===== config.mk =====
export PLATFORM = sky130hd
export DESIGN_NAME = fs4_iq_mixer_flat
export DESIGN_NICKNAME = d
export VERILOG_FILES = /design/src/rtl/fs4_mix_pkg.sv /design/src/rtl/fs4_iq_mixer_if.sv /design/src/rtl/fs4_lane_mix.sv /design/src/rtl/fs4_iq_mixer.sv /design/src/flat_wrapper.sv
export SDC_FILE = /design/constraint.sdc
export NUM_CORES = 1
export LEC_CHECK = 0
export BUFFER_PORTS_ARGS = -buffer_cell sky130_fd_sc_hd__buf_2
export CAP_MARGIN = 20
export CORE_ASPECT_RATIO = 1.75
export CORE_MARGIN = 10
export CORE_UTILIZATION = 45
export DETAILED_ROUTE_END_ITERATION = 10
export PLACE_DENSITY = 0.67
export SLEW_MARGIN = 20
export SYNTH_ARGS = -nofsm -noshare
export SYNTH_HDL_FRONTEND = slang
export SYNTH_SLANG_ARGS = --single-unit

===== constraint.sdc =====
create_clock -name clk -period 6.5 [get_ports clk]
set_clock_uncertainty 0.05 [all_clocks]
set_input_delay 0.65 -clock clk [delete_from_list [all_inputs] [get_ports clk]]
set_output_delay 0.65 -clock clk [all_outputs]
set_load 0.02 [all_outputs]

===== src/rtl/fs4_mix_pkg.sv =====
// Shared types for the fs/4 mixer: quarter-phase index and the
// three-valued mixing coefficient, plus the cosine/sine lookups.
package fs4_mix_pkg;

  typedef logic [1:0] phase_t;

  typedef enum logic [1:0] {
    C_ZERO,
    C_POS,
    C_NEG
  } coef_t;

  function automatic coef_t cos_coef(input phase_t p);
    case (p)
      2'd0:    return C_POS;
      2'd2:    return C_NEG;
      default: return C_ZERO;
    endcase
  endfunction

  function automatic coef_t sin_coef(input phase_t p);
    case (p)
      2'd1:    return C_POS;
      2'd3:    return C_NEG;
      default: return C_ZERO;
    endcase
  endfunction

endpackage


===== src/rtl/fs4_iq_mixer_if.sv =====
// Sample-in / products-and-sums-out bundle for fs4_iq_mixer.
interface fs4_iq_mixer_if #(
  parameter int DWIDTH = 14,
  parameter int UNR    = 4,
  parameter int AWIDTH = 32,
  parameter int CNTW   = 16
);
  // din_valid qualifies a beat and there is no ready: every valid beat is
  // consumed. mix_valid and acc_valid are one-cycle qualifiers on the outputs.
  logic [UNR-1:0][DWIDTH-1:0] din;
  logic                       din_valid;
  logic                       din_signed;
  logic [1:0]                 phase_init;
  logic                       sync;
  logic [CNTW-1:0]            acc_len;
  logic [UNR-1:0][DWIDTH:0]   mix_i;
  logic [UNR-1:0][DWIDTH:0]   mix_q;
  logic                       mix_valid;
  logic [AWIDTH-1:0]          acc_i;
  logic [AWIDTH-1:0]          acc_q;
  logic                       acc_valid;

  modport master (
    output din, din_valid, din_signed, phase_init, sync, acc_len,
    input  mix_i, mix_q, mix_valid, acc_i, acc_q, acc_valid
  );

  modport slave (
    input  din, din_valid, din_signed, phase_init, sync, acc_len,
    output mix_i, mix_q, mix_valid, acc_i, acc_q, acc_valid
  );
endinterface


===== src/rtl/fs4_lane_mix.sv =====
// One lane of the fs/4 mixer: extend the raw sample to DWIDTH+1 signed and
// apply the cosine/sine coefficient for this lane's quarter-phase.
module fs4_lane_mix
  import fs4_mix_pkg::*;
#(
  parameter int DWIDTH = 14
) (
  input  logic [DWIDTH-1:0]        din,
  input  logic                     din_signed,
  input  phase_t                   phase,
  output logic signed [DWIDTH:0]   mix_i,
  output logic signed [DWIDTH:0]   mix_q
);

  logic signed [DWIDTH:0] x;

  // One extra bit means negation cannot overflow in either extension mode.
  always_comb begin
    x = din_signed ? $signed({din[DWIDTH-1], din}) : $signed({1'b0, din});
    case (cos_coef(phase))
      C_POS:   mix_i = x;
      C_NEG:   mix_i = -x;
      default: mix_i = '0;
    endcase
    case (sin_coef(phase))
      C_POS:   mix_q = x;
      C_NEG:   mix_q = -x;
      default: mix_q = '0;
    endcase
  end

endmodule


===== src/rtl/fs4_iq_mixer.sv =====
// Parallel-lane fs/4 I/Q downconverter: phase tracking, registered per-lane
// products, then lane-sum integrate-and-dump over len_q beats.
module fs4_iq_mixer
  import fs4_mix_pkg::*;
#(
  parameter int DWIDTH = 14,
  parameter int UNR    = 4,
  parameter int AWIDTH = 32,
  parameter int CNTW   = 16
) (
  input  logic          clk,
  input  logic          rst_n,
  fs4_iq_mixer_if.slave bus
);

  localparam phase_t UNR_STEP = phase_t'(UNR % 4);

  phase_t                     phase_q, phase_d, phase_cur;
  phase_t                     lane_phase [UNR];
  logic [UNR-1:0][DWIDTH:0]   lane_i, lane_q;
  logic [UNR-1:0][DWIDTH:0]   mix_i_q, mix_i_d, mix_q_q, mix_q_d;
  logic                       mix_valid_q, mix_valid_d;
  logic [CNTW-1:0]            len_q, len_d, len_sel;
  logic [CNTW-1:0]            cnt_q, cnt_d;
  logic signed [AWIDTH-1:0]   run_i_q, run_i_d, run_q_q, run_q_d;
  logic signed [AWIDTH-1:0]   acc_i_q, acc_i_d, acc_q_q, acc_q_d;
  logic                       acc_valid_q, acc_valid_d;
  logic signed [AWIDTH-1:0]   sum_i, sum_q;
  logic signed [DWIDTH:0]     term_i, term_q;

  for (genvar k = 0; k < UNR; k++) begin : g_lane
    fs4_lane_mix #(.DWIDTH(DWIDTH)) u_lane (
      .din        (bus.din[k]),
      .din_signed (bus.din_signed),
      .phase      (lane_phase[k]),
      .mix_i      (lane_i[k]),
      .mix_q      (lane_q[k])
    );
  end

  // A sync beat is mixed with phase_init rather than the tracked phase.
  always_comb begin
    phase_cur = bus.sync ? phase_t'(bus.phase_init) : phase_q;
    for (int k = 0; k < UNR; k++) begin
      lane_phase[k] = phase_cur + phase_t'(k % 4);
    end
    phase_d = bus.sync ? phase_t'(bus.phase_init) : phase_q;
    if (bus.din_valid) phase_d = phase_cur + UNR_STEP;

    mix_valid_d = bus.din_valid;
    mix_i_d     = bus.din_valid ? lane_i : mix_i_q;
    mix_q_d     = bus.din_valid ? lane_q : mix_q_q;
  end

  always_comb begin
    sum_i  = '0;
    sum_q  = '0;
    term_i = '0;
    term_q = '0;
    for (int k = 0; k < UNR; k++) begin
      term_i = mix_i_q[k];
      term_q = mix_q_q[k];
      sum_i  = sum_i + term_i;
      sum_q  = sum_q + term_q;
    end
  end

  // Sync abandons the frame, including the beat currently in stage 2.
  always_comb begin
    len_sel     = (bus.acc_len == '0) ? CNTW'(1) : bus.acc_len;
    len_d       = bus.sync ? len_sel : len_q;
    cnt_d       = cnt_q;
    run_i_d     = run_i_q;
    run_q_d     = run_q_q;
    acc_i_d     = acc_i_q;
    acc_q_d     = acc_q_q;
    acc_valid_d = 1'b0;
    if (bus.sync) begin
      cnt_d   = '0;
      run_i_d = '0;
      run_q_d = '0;
    end else if (mix_valid_q) begin
      if (cnt_q == len_q - CNTW'(1)) begin
        acc_i_d     = run_i_q + sum_i;
        acc_q_d     = run_q_q + sum_q;
        acc_valid_d = 1'b1;
        cnt_d       = '0;
        run_i_d     = '0;
        run_q_d     = '0;
      end else begin
        cnt_d   = cnt_q + CNTW'(1);
        run_i_d = run_i_q + sum_i;
        run_q_d = run_q_q + sum_q;
      end
    end
  end

  always_ff @(posedge clk) begin
    if (!rst_n) begin
      phase_q     <= '0;
      mix_i_q     <= '0;
      mix_q_q     <= '0;
      mix_valid_q <= 1'b0;
      len_q       <= len_sel;
      cnt_q       <= '0;
      run_i_q     <= '0;
      run_q_q     <= '0;
      acc_i_q     <= '0;
      acc_q_q     <= '0;
      acc_valid_q <= 1'b0;
    end else begin
      phase_q     <= phase_d;
      mix_i_q     <= mix_i_d;
      mix_q_q     <= mix_q_d;
      mix_valid_q <= mix_valid_d;
      len_q       <= len_d;
      cnt_q       <= cnt_d;
      run_i_q     <= run_i_d;
      run_q_q     <= run_q_d;
      acc_i_q     <= acc_i_d;
      acc_q_q     <= acc_q_d;
      acc_valid_q <= acc_valid_d;
    end
  end

  assign bus.mix_i     = mix_i_q;
  assign bus.mix_q     = mix_q_q;
  assign bus.mix_valid = mix_valid_q;
  assign bus.acc_i     = acc_i_q;
  assign bus.acc_q     = acc_q_q;
  assign bus.acc_valid = acc_valid_q;

endmodule


===== src/flat_wrapper.sv =====
// flat-port wrapper written by rule: the top's interface ports become plain ports
module fs4_iq_mixer_flat import fs4_mix_pkg::*;
#(
  parameter int DWIDTH = 14,
  parameter int UNR    = 4,
  parameter int AWIDTH = 32,
  parameter int CNTW   = 16
)
  (clk, rst_n, bus_din, bus_din_valid, bus_din_signed, bus_phase_init, bus_sync, bus_acc_len, bus_mix_i, bus_mix_q, bus_mix_valid, bus_acc_i, bus_acc_q, bus_acc_valid);
  fs4_iq_mixer_if #(.DWIDTH(DWIDTH), .UNR(UNR), .AWIDTH(AWIDTH), .CNTW(CNTW)) bus_i ();
  input  logic clk;
  input  logic rst_n;
  input wire logic [$bits(bus_i.din)-1:0] bus_din;
  input wire logic [$bits(bus_i.din_valid)-1:0] bus_din_valid;
  input wire logic [$bits(bus_i.din_signed)-1:0] bus_din_signed;
  input wire logic [$bits(bus_i.phase_init)-1:0] bus_phase_init;
  input wire logic [$bits(bus_i.sync)-1:0] bus_sync;
  input wire logic [$bits(bus_i.acc_len)-1:0] bus_acc_len;
  output wire logic [$bits(bus_i.mix_i)-1:0] bus_mix_i;
  output wire logic [$bits(bus_i.mix_q)-1:0] bus_mix_q;
  output wire logic [$bits(bus_i.mix_valid)-1:0] bus_mix_valid;
  output wire logic [$bits(bus_i.acc_i)-1:0] bus_acc_i;
  output wire logic [$bits(bus_i.acc_q)-1:0] bus_acc_q;
  output wire logic [$bits(bus_i.acc_valid)-1:0] bus_acc_valid;
  assign bus_i.din = bus_din;
  assign bus_i.din_valid = bus_din_valid;
  assign bus_i.din_signed = bus_din_signed;
  assign bus_i.phase_init = bus_phase_init;
  assign bus_i.sync = bus_sync;
  assign bus_i.acc_len = bus_acc_len;
  assign bus_mix_i = bus_i.mix_i;
  assign bus_mix_q = bus_i.mix_q;
  assign bus_mix_valid = bus_i.mix_valid;
  assign bus_acc_i = bus_i.acc_i;
  assign bus_acc_q = bus_i.acc_q;
  assign bus_acc_valid = bus_i.acc_valid;
  fs4_iq_mixer #(.DWIDTH(DWIDTH), .UNR(UNR), .AWIDTH(AWIDTH), .CNTW(CNTW)) u_core (.clk(clk), .rst_n(rst_n), .bus(bus_i));
endmodule

==> impl_metrics.json, run 1 <==
{
  "post_synth.cell_area_avg_um2": 8.17,
  "crit_chain": "inv_1 > fa_1 > inv_1 > ha_1 > a21o_1 > a21o_1 > a21oi_2 > o21ai_1 > a2111o_1 > a31oi_2 > nor2_1 > a211oi_2 > nor2b_1 > o31a_1 > buf_6 > fa_1 > inv_1 > ha_1 > nand3_1 > o31ai_1 > a41oi_2 > xnor2_1 > nand3_1 > a21oi_1",
  "h-tree-depth": 1,
  "core-area_um2": 41600,
  "p_comb_share_pct": 28.0,
  "worstMarginPinSlew_ns": 1.07,
  "sw_frac_of_total_pct": 34.4,
  "clock-sinks": 284,
  "cp_num_buf_inv": 4,
  "initial_core_util_pct": 45.4,
  "fmax_mhz": 160,
  "ys.flop_type": "dfxtp_1",
  "cap_violations": 0,
  "fin_nets": 2795,
  "worstSetupStartpointType": "flop",
  "status": "complete, no violations",
  "setup_ws_ns": 0.243,
  "synth_edf_count": 16,
  "tritoncts": "built",
  "antenna_found_initial": 8,
  "clock_path_buffers": 3,
  "fp.dieW_um": 175,
  "dp_hpwl_mm": 50.7,
  "netlist_area_um2": 18900,
  "critPathMostFrequentCell": "inv_1",
  "clkSlewWorstSetupHoldPaths_ns": 0.07,
  "grt_pass1_vias": 17300,
  "finalHoldWorstSlack_ns": 0.210,
  "num_rows": 99,
  "place_ws_ns": -0.000211,
  "postSynthCellCount": 2311,
  "min_period_ns": 6.26,
  "ys_ff_latch": 284,
  "finalSetupViolCount": 0,
  "antenna_left": 0,
  "drive_gt1_share_pct": 16.0,
  "clk_latency_ns": 0.59,
  "holdCritPathClass": "input pin to flop",
  "nFillCells": 4128,
  "report.final.slew_viol_count": 0,
  "multi_input_area_um2": 11800,
  "power_mw": 4.95,
  "slowest_delay_ns": 0.57,
  "mostFrequentLayoutCells": "267 x dfxtp_1, 265 x nor2_1, 264 x buf_2",
  "drt-pass1-iter-count": 7,
  "tns_ns": 0,
  "drc": 0,
  "final_util_pct": 52.4,
  "seqCellArea_um2": 5850,
  "die_h_um": 291,
  "peakVddDrop_mv": 0.192,
  "seqPwrFrac_pct": 38.1,
  "intPower_mw": 3.25,
  "stdcell_area_um2": 21800,
  "routed_wl_mm": 64.2,
  "finalNonFillerCells": 3102,
  "criticalPathCategory": "flop to flop",
  "dpl-instance-area_um2": 20600,
  "grt_max_degree": 91,
  "p_leak_nw": 9.93,
  "ys_seq_area_share_pct": 31.0,
  "grt_usage_pct": 24.1,
  "via_per_inst": 5.47,
  "critPathRequiredTime_ns": 6.96,
  "finalCritPeriodShare_pct": 96.3,
  "crit_fanout": 13,
  "post_drt_wl_per_cell_um": 20.7,
  "first_iter_violations": 845,
  "cp_top_family": "compound AO/OA/AOI/OAI gates",
  "cp_slowest_cell": "o31ai_1",
  "pwr-share-clk_pct": 33.9,
  "yosysWarnings": 0,
  "synth_fp_nets": 2584,
  "critPathArrivalTime_ns": 6.71,
  "area_growth_pct": 15.4,
  "grt_pass1_wl_mm": 97.2,
  "synth.distinct_cells": 78,
  "cts_root_buf": "clkbuf_16",
  "end_kind": "flop",
  "switchingPower_mw": 1.71,
  "ios": 265,
  "relSlewSlack_pct": 28.9,
  "final_common_cell": "dfxtp_1",
  "cts_hold_buf": 0,
  "numPortBuffers": 264,
  "vias": 17000,
  "die_area_um2": 50900,
  "synth_async_sr_flop_share_pct": 0,
  "dp.cells": 3041,
  "finalHoldViolCount": 0,
  "tritoncts.num_buffers": 28,
  "gp_congestion": 1.00,
  "power_density_nw_per_um2": 227,
  "gr-total-overflow": 0
}
[cell type report]
class                   count  area share (%)
inverters                 251            4.33
well taps                 555            3.19
clock buffers              34            3.55
flip-flops and latches    284            26.8
multi-input cells        1660            54.0
repair buffers            297            7.36
clock inverters            17           0.700
diodes                      4          0.0459
[worst reg2reg max path: cells and delay by family (launching register included)]
kind / cells / cell delay (ns)
compound gates: 11 / 2.94
fa+ha+maj: 4 / 1.65
simple gates: 4 / 0.43
xor+xnor: 1 / 0.39
buf+inv: 4 / 0.37
flops: 1 / 0.35
[synth_stat cells (37+ instances only)]
cell      number  share of area, %
nor3_1        37              0.98
mux2i_1       61               3.2
xnor2_1      100               4.6
a21oi_1      224               5.9
nand3_1       84               2.2
nand2_1      204               4.1
clkbuf_1     101               2.0
inv_1        249               4.9
nor2_1       266               5.3
ha_1          98               6.5
o21ai_0      116               3.1
a21o_1        42               1.7
xor2_1        66               3.1
dfxtp_1      268                28
fa_1          96                10
[repair_timing]
action / 4_1_cts / 5_1_grt
gates cloned: 0 / 1
gates resized for setup: 2 / 36
setup buffers: 0 / 4
endpoints found under the setup margin: 2 / 35
pin swaps: 0 / 13
[flip-flops by register name, indices dropped and copies added (netlist names)]
| register | flops |
|---|---|
| u_core.bus.acc_i | 32 |
| u_core.bus.acc_q | 32 |
| u_core.bus.acc_valid | 1 |
| u_core.bus.mix_i | 45 |
| u_core.bus.mix_q | 45 |
| u_core.bus.mix_valid | 1 |
| u_core.cnt_q | 16 |
| u_core.len_q | 16 |
| u_core.phase_q | 2 |
| u_core.run_i_q | 32 |
| u_core.run_q_q | 32 |
| u_core.term_i | 15 |
| u_core.term_q | 15 |
[cells by family after synthesis]
group / after synthesis / share of synthesized area, %
xor+xnor: 166 / 7.70
mux: 64 / 3.41
flops: 284 / 31.0
fa+ha+maj: 194 / 16.7
buf+inv: 368 / 7.74
simple gates: 728 / 17.6
compound gates: 507 / 15.9
[metal layers]
layer	up-vias	share of wire (%)	GRT usage (%)
met5	-	0.062	0
met1	8110	36	24.8
li1	8140	-	-
met2	541	50	42.8
met3	161	6.6	5.50
met4	8	7.3	16.2
[power groups by stage]
stage | clock, mW | sequential, mW | combinational, mW
floorplan | 0 | 1.96 | 0.870
global placement | 0 | 1.92 | 1.32
detailed placement | 0 | 1.93 | 1.35
CTS | 1.72 | 1.89 | 1.36
global route | 1.78 | 1.90 | 1.53
finish | 1.68 | 1.89 | 1.39
[path summary, 6_finish.rpt]
| path | start | end | slack [ns] | cells past startpoint |
|---|---|---|---|---|
| min | bus_acc_len[12] | u_core.len_q[12] | 0.21 | 1 |
| max reg2reg | u_core.bus.mix_q[1] | u_core.run_q_q[27] | 0.24 | 24 |
| min reg2reg | u_core.run_i_q[16] | u_core.run_i_q[16] | 0.42 | 2 |
| max | u_core.bus.mix_q[1] | u_core.run_q_q[27] | 0.24 | 24 |
Note: power is estimated with default switching activity, not from simulation.
==> run 2: changes to the inputs <==
Settings changed: PLACE_DENSITY 0.67 to 0.66, SYNTH_HIERARCHICAL set to 1.
==> impl_metrics.json, run 2 <==
{
  "cts_hold_buf": 0,
  "num_rows": 102,
  "mostFrequentLayoutCells": "390 x inv_1, 329 x nor2_1, 268 x dfxtp_1",
  "stdcell_area_um2": 22900,
  "yosys.cell_count.top_type": "inv_1",
  "finalHoldWorstSlack_ns": 0.210,
  "area_growth_pct": 14.2,
  "synth_top_area_cell": "dfxtp_1",
  "finalSetupViolCount": 0,
  "vias": 17100,
  "clkSlewWorstSetupHoldPaths_ns": 0.07,
  "ys_ff_latch": 284,
  "gr-total-overflow": 0,
  "status": "complete, no violations",
  "fp.dieW_um": 180,
  "final_util_pct": 51.8,
  "synth_xor_area_share_pct": 5.90,
  "peakVddDrop_mv": 0.205,
  "relSlewSlack_pct": 35.7,
  "post_drt_wl_per_cell_um": 21.7,
  "synthMuxAreaShare_pct": 6.97,
  "clk_latency_ns": 0.58,
  "yosys.area_share.simple_pct": 16.7,
  "die_h_um": 299,
  "criticalPathCategory": "flop to flop",
  "drt-pass1-iter-count": 5,
  "nFillCells": 4284,
  "report.final.slew_viol_count": 0,
  "cts_resized": 0,
  "cap_violations": 0,
  "critPathArrivalTime_ns": 5.61,
  "synth_async_sr_flop_share_pct": 0,
  "synth_fp_nets": 2706,
  "synth_top_cells_by_count": "391 x inv_1, 330 x nor2_1, 268 x dfxtp_1, 204 x nand2_1, 152 x fa_1",
  "first_iter_violations": 797,
  "synth_edf_count": 16,
  "core-area_um2": 44200,
  "finalNonFillerCells": 3214,
  "antenna_found_initial": 9,
  "tns_ns": 0,
  "grt_pass1_vias": 17800,
  "finalHoldViolCount": 0,
  "drc": 0,
  "worstMarginPinSlew_ns": 0.964,
  "routed_wl_mm": 69.7,
  "initial_core_util_pct": 45.4,
  "tritoncts": "built",
  "numPortBuffers": 264,
  "rsz0062_at_grt": "false",
  "dp_hpwl_mm": 56.1,
  "end_kind": "flop",
  "final_common_cell": "inv_1",
  "ys_seq_area_share_pct": 29.2,
  "power_density_nw_per_um2": 242,
  "ys.flop_type": "dfxtp_1",
  "drive_gt1_share_pct": 14.1,
  "dpl-instance-area_um2": 21800,
  "postSynthCellCount": 2403,
  "finalCritPeriodShare_pct": 79.4,
  "antenna_left": 0,
  "gp_congestion": 0.998,
  "fmax_mhz": 194,
  "grt_pass1_wl_mm": 105,
  "crit_fanout": 8,
  "yosysWarnings": 6,
  "post_synth.cell_area_avg_um2": 8.34,
  "holdCritPathClass": "input pin to flop",
  "ios": 265,
  "dp.cells": 3149,
  "r2r_slack_ns": 1.34,
  "grt_max_degree": 102,
  "setup_ws_ns": 1.34,
  "die_area_um2": 53700,
  "place_ws_ns": 1.07,
  "netlist_area_um2": 20000,
  "clock-sinks": 284,
  "grt_usage_pct": 24.9,
  "yosysTopAreaCellShare_pct": 26.8,
  "synth-compound-area-share_pct": 11.8,
  "fin_nets": 2913,
  "cts_root_buf": "clkbuf_16",
  "tritoncts.num_buffers": 30,
  "p_leak_nw": 11.0,
  "synth.distinct_cells": 74,
  "min_period_ns": 5.16,
  "clock_path_buffers": 3,
  "synthAdderAreaFrac_pct": 19.7,
  "via_per_inst": 5.33,
  "power_mw": 5.53,
  "postCtsSetupRepairBufs": 0,
  "critPathRequiredTime_ns": 6.95,
  "synthTopCellsByArea": "dfxtp_1 27%, fa_1 15%, inv_1 7.3%",
  "synth_top_family_by_area": "adder cells",
  "worstSetupStartpointType": "flop",
  "h-tree-depth": 1
}
run 2: cell types whose count changed after synthesis, moves of 14 or more:
cell      previous run  this run
buf_1                6        20
inv_1              249       391
nor2_1             266       330
xor2_1              66        49
or3_1               31         8
fa_1                96       152
nand3_1             84        51
mux2i_1             61       134
clkbuf_1           101        71
o21ai_0            116        47
a21oi_1            224       144
xnor2_1            100        86
ha_1                98        72
run 2: power breakdown:
group          total [mW]  internal (mW)  switching [mW]
registers            1.91           1.83          0.0819
logic                1.76          0.612            1.15
clock network        1.86           1.09           0.771
run 2: worst paths after layout:
kind	endpoint	from	cells after the start
max reg2reg	u_core/run_i_q[31]	u_core/bus.mix_i[14]	17
min	u_core/len_q[6]	bus_acc_len[6]	1
min reg2reg	u_core/bus.acc_q[24]	u_core/bus.acc_q[24]	2
max	u_core/run_i_q[31]	u_core/bus.mix_i[14]	17
run 2: layout make-up:
cell class | instances | area [µm²] | share of cell area [%]
well taps | 572 | 716 | 3.13
clock inverters | 15 | 191 | 0.837
multi-input cells | 1610 | 12300 | 53.6
inverters | 402 | 1510 | 6.62
repair buffers | 282 | 1470 | 6.43
diodes | 9 | 22.5 | 0.0984
clock buffers | 40 | 861 | 3.76
flip-flops and latches | 284 | 5850 | 25.6
run 2: worst max-delay path, cell delays in order, from the launching register on:
cell       delay [ns]
dfxtp_1          0.38
inv_1            0.08
fa_1             0.60
inv_1            0.26
fa_1             0.59
inv_1            0.05
fa_1             0.50
inv_1            0.05
ha_1             0.39
and4_1           0.28
and2_1           0.16
a221o_1          0.34
o2111ai_1        0.25
nand3_1          0.13
a21oi_1          0.39
mux2i_1          0.24
nand4_1          0.14
o21ai_0          0.18
run 2: kinds of logic (layout without fill, tap and decap cells):
kind of cell / Yosys count / after routing
xor gates and xnor gates: 135 / 135
buffers and inverters: 509 / 739
muxes: 139 / 139
other: 0 / 9
and+or+nand+nor: 741 / 741
AOI/OAI and AO/OA: 371 / 371
DFF: 284 / 284
adders and majority gates: 224 / 224
run 2: layer usage:
metal	GRT usage [%]	share of wire, %	routed length, µm
met5	0	0.010	7
met4	18.5	8.3	5780
met3	5.32	6.1	4220
met2	44.5	50	35000
met1	25.0	35	24700
==> run 3: changes to the inputs <==
Settings changed: PLACE_DENSITY 0.66 to 0.64.
Clock period 6.5 ns to 4.9 ns, I/O delays scaled along.
==> impl_metrics.json, run 3 (same netlist as run 2, synthesis figures left out) <==
{
  "status": "complete, no violations",
  "drt-pass1-iter-count": 5,
  "p_leak_nw": 11.3,
  "end_kind": "flop",
  "ios": 265,
  "finalCritPeriodShare_pct": 96.8,
  "grt_pass1_wl_mm": 106,
  "nFillCells": 4254,
  "critPathMostFrequentCell": "inv_1",
  "antenna_left": 0,
  "tritoncts": "built",
  "gp_congestion": 1.01,
  "h-tree-depth": 1,
  "final_common_cell": "inv_1",
  "die_h_um": 299,
  "place_ws_ns": -0.0391,
  "clock_path_buffers": 3,
  "fp.dieW_um": 180,
  "mostFrequentLayoutCells": "390 x inv_1, 328 x nor2_1, 263 x buf_2",
  "finalHoldViolCount": 0,
  "cp_top_family": "adder cells",
  "criticalPathCategory": "flop to flop",
  "fmax_mhz": 211,
  "drive_gt1_share_pct": 16.7,
  "grt_pass1_vias": 18100,
  "via_per_inst": 5.36,
  "tritoncts.num_buffers": 31,
  "gr-total-overflow": 0,
  "antenna_found_initial": 4,
  "setup_ws_ns": 0.159,
  "clkSlewWorstSetupHoldPaths_ns": 0.07,
  "core-area_um2": 44200,
  "drc": 0,
  "critPathRequiredTime_ns": 5.34,
  "min_period_ns": 4.74,
  "finalSetupViolCount": 0,
  "tns_ns": 0,
  "fin_nets": 2949,
  "routed_wl_mm": 69.6,
  "grt_usage_pct": 25.0,
  "post_drt_wl_per_cell_um": 21.4,
  "initial_core_util_pct": 45.4,
  "slowest_delay_ns": 0.56,
  "crit_chain": "inv_1 > fa_1 > inv_1 > fa_1 > inv_1 > fa_1 > inv_1 > ha_1 > a21oi_1 > o211ai_1 > nand4_1 > a221oi_2 > nor3_2 > o41ai_2 > xor2_1 > nand2_1 > a21oi_1",
  "crit_fanout": 3,
  "power_density_nw_per_um2": 327,
  "rsz0062_at_grt": "true",
  "holdCritPathClass": "input pin to flop",
  "die_area_um2": 53700,
  "area_growth_pct": 16.9,
  "peakVddDrop_mv": 0.309,
  "cap_violations": 0,
  "critPathArrivalTime_ns": 5.19,
  "first_iter_violations": 853,
  "cts_root_buf": "clkbuf_16",
  "worstMarginPinSlew_ns": 1.09,
  "report.final.slew_viol_count": 0,
  "dp_hpwl_mm": 55.5,
  "clk_latency_ns": 0.58,
  "vias": 17400,
  "cp_num_buf_inv": 4,
  "clock-sinks": 284,
  "worstSetupStartpointType": "flop",
  "relSlewSlack_pct": 27.7,
  "grt_max_degree": 95,
  "numPortBuffers": 264,
  "cp_slowest_cell": "fa_1",
  "num_rows": 102
}
run 3: cell count changes in the layout (fill, tap and decap cells not counted), sizes merged:
cell and delta:
clkinvlp +1, clkinv +3, inv -2, clkbuf -3, diode -5, buf +35, bufinv +3
run 3: where the power goes:
| part | internal, mW | switching [mW] | total (mW) | leakage, nW |
|---|---|---|---|---|
| combinational | 0.880 | 1.56 | 2.44 | 8.38 |
| sequential | 2.43 | 0.106 | 2.54 | 2.34 |
| clock | 1.61 | 1.06 | 2.68 | 0.559 |
run 3: path summary, 6_finish.rpt:
kind | startpoint | to | slack, ns | cells after the start
setup / recovery | u_core/bus.mix_i[2] | u_core/bus.acc_i[20] | 0.16 | 17
hold reg to reg | u_core/bus.acc_q[11] | u_core/bus.acc_q[11] | 0.40 | 2
hold / removal | bus_acc_len[15] | u_core/len_q[15] | 0.05 | 1
setup reg to reg | u_core/bus.mix_i[2] | u_core/bus.acc_i[20] | 0.16 | 17
run 3: cell type report:
type / count / area [µm²] / share of cell area, %
Antenna cell: 4 / 10.0 / 0.0427
Clock buffer: 37 / 850 / 3.63
Clock inverter: 20 / 309 / 1.32
Inverter: 402 / 1520 / 6.48
Multi-Input combinational cell: 1610 / 12400 / 53.0
Sequential cell: 284 / 5860 / 25.0
Tap cell: 572 / 716 / 3.06
Timing Repair Buffer: 317 / 1760 / 7.51
run 3: routing by layer:
metal,part of all wire (%),vias to the layer above,global-route usage (%)
met5,0.073,-,0
met4,6.6,8,15.1
met3,6.0,174,5.07
met2,52,537,45.7
met1,36,8412,25.7
li1,-,8266,-
run 3: through the flow:
step,power (mW),utilization (%),cells,hold slack [ns],cell area (µm²)
2_1_floorplan,4.17,-,2403,0.375,20100
3_3_place_gp,4.93,49.9,3177,0.387,22000
3_5_place_dp,4.97,49.9,3177,0.391,22000
4_1_cts,7.67,52.5,3234,0.0209,23200
5_1_grt,8.07,53.0,3242,0.0288,23400
6_report,7.66,53.0,3246,0.0527,23400
run 3: repair_timing:
action / 4_1_cts / 5_1_grt
setup buffers: 0 / 8
hold buffers: 0 / 0
gates resized for setup: 3 / 39
endpoints found under the setup margin: 4 / 35
pin swaps: 0 / 15
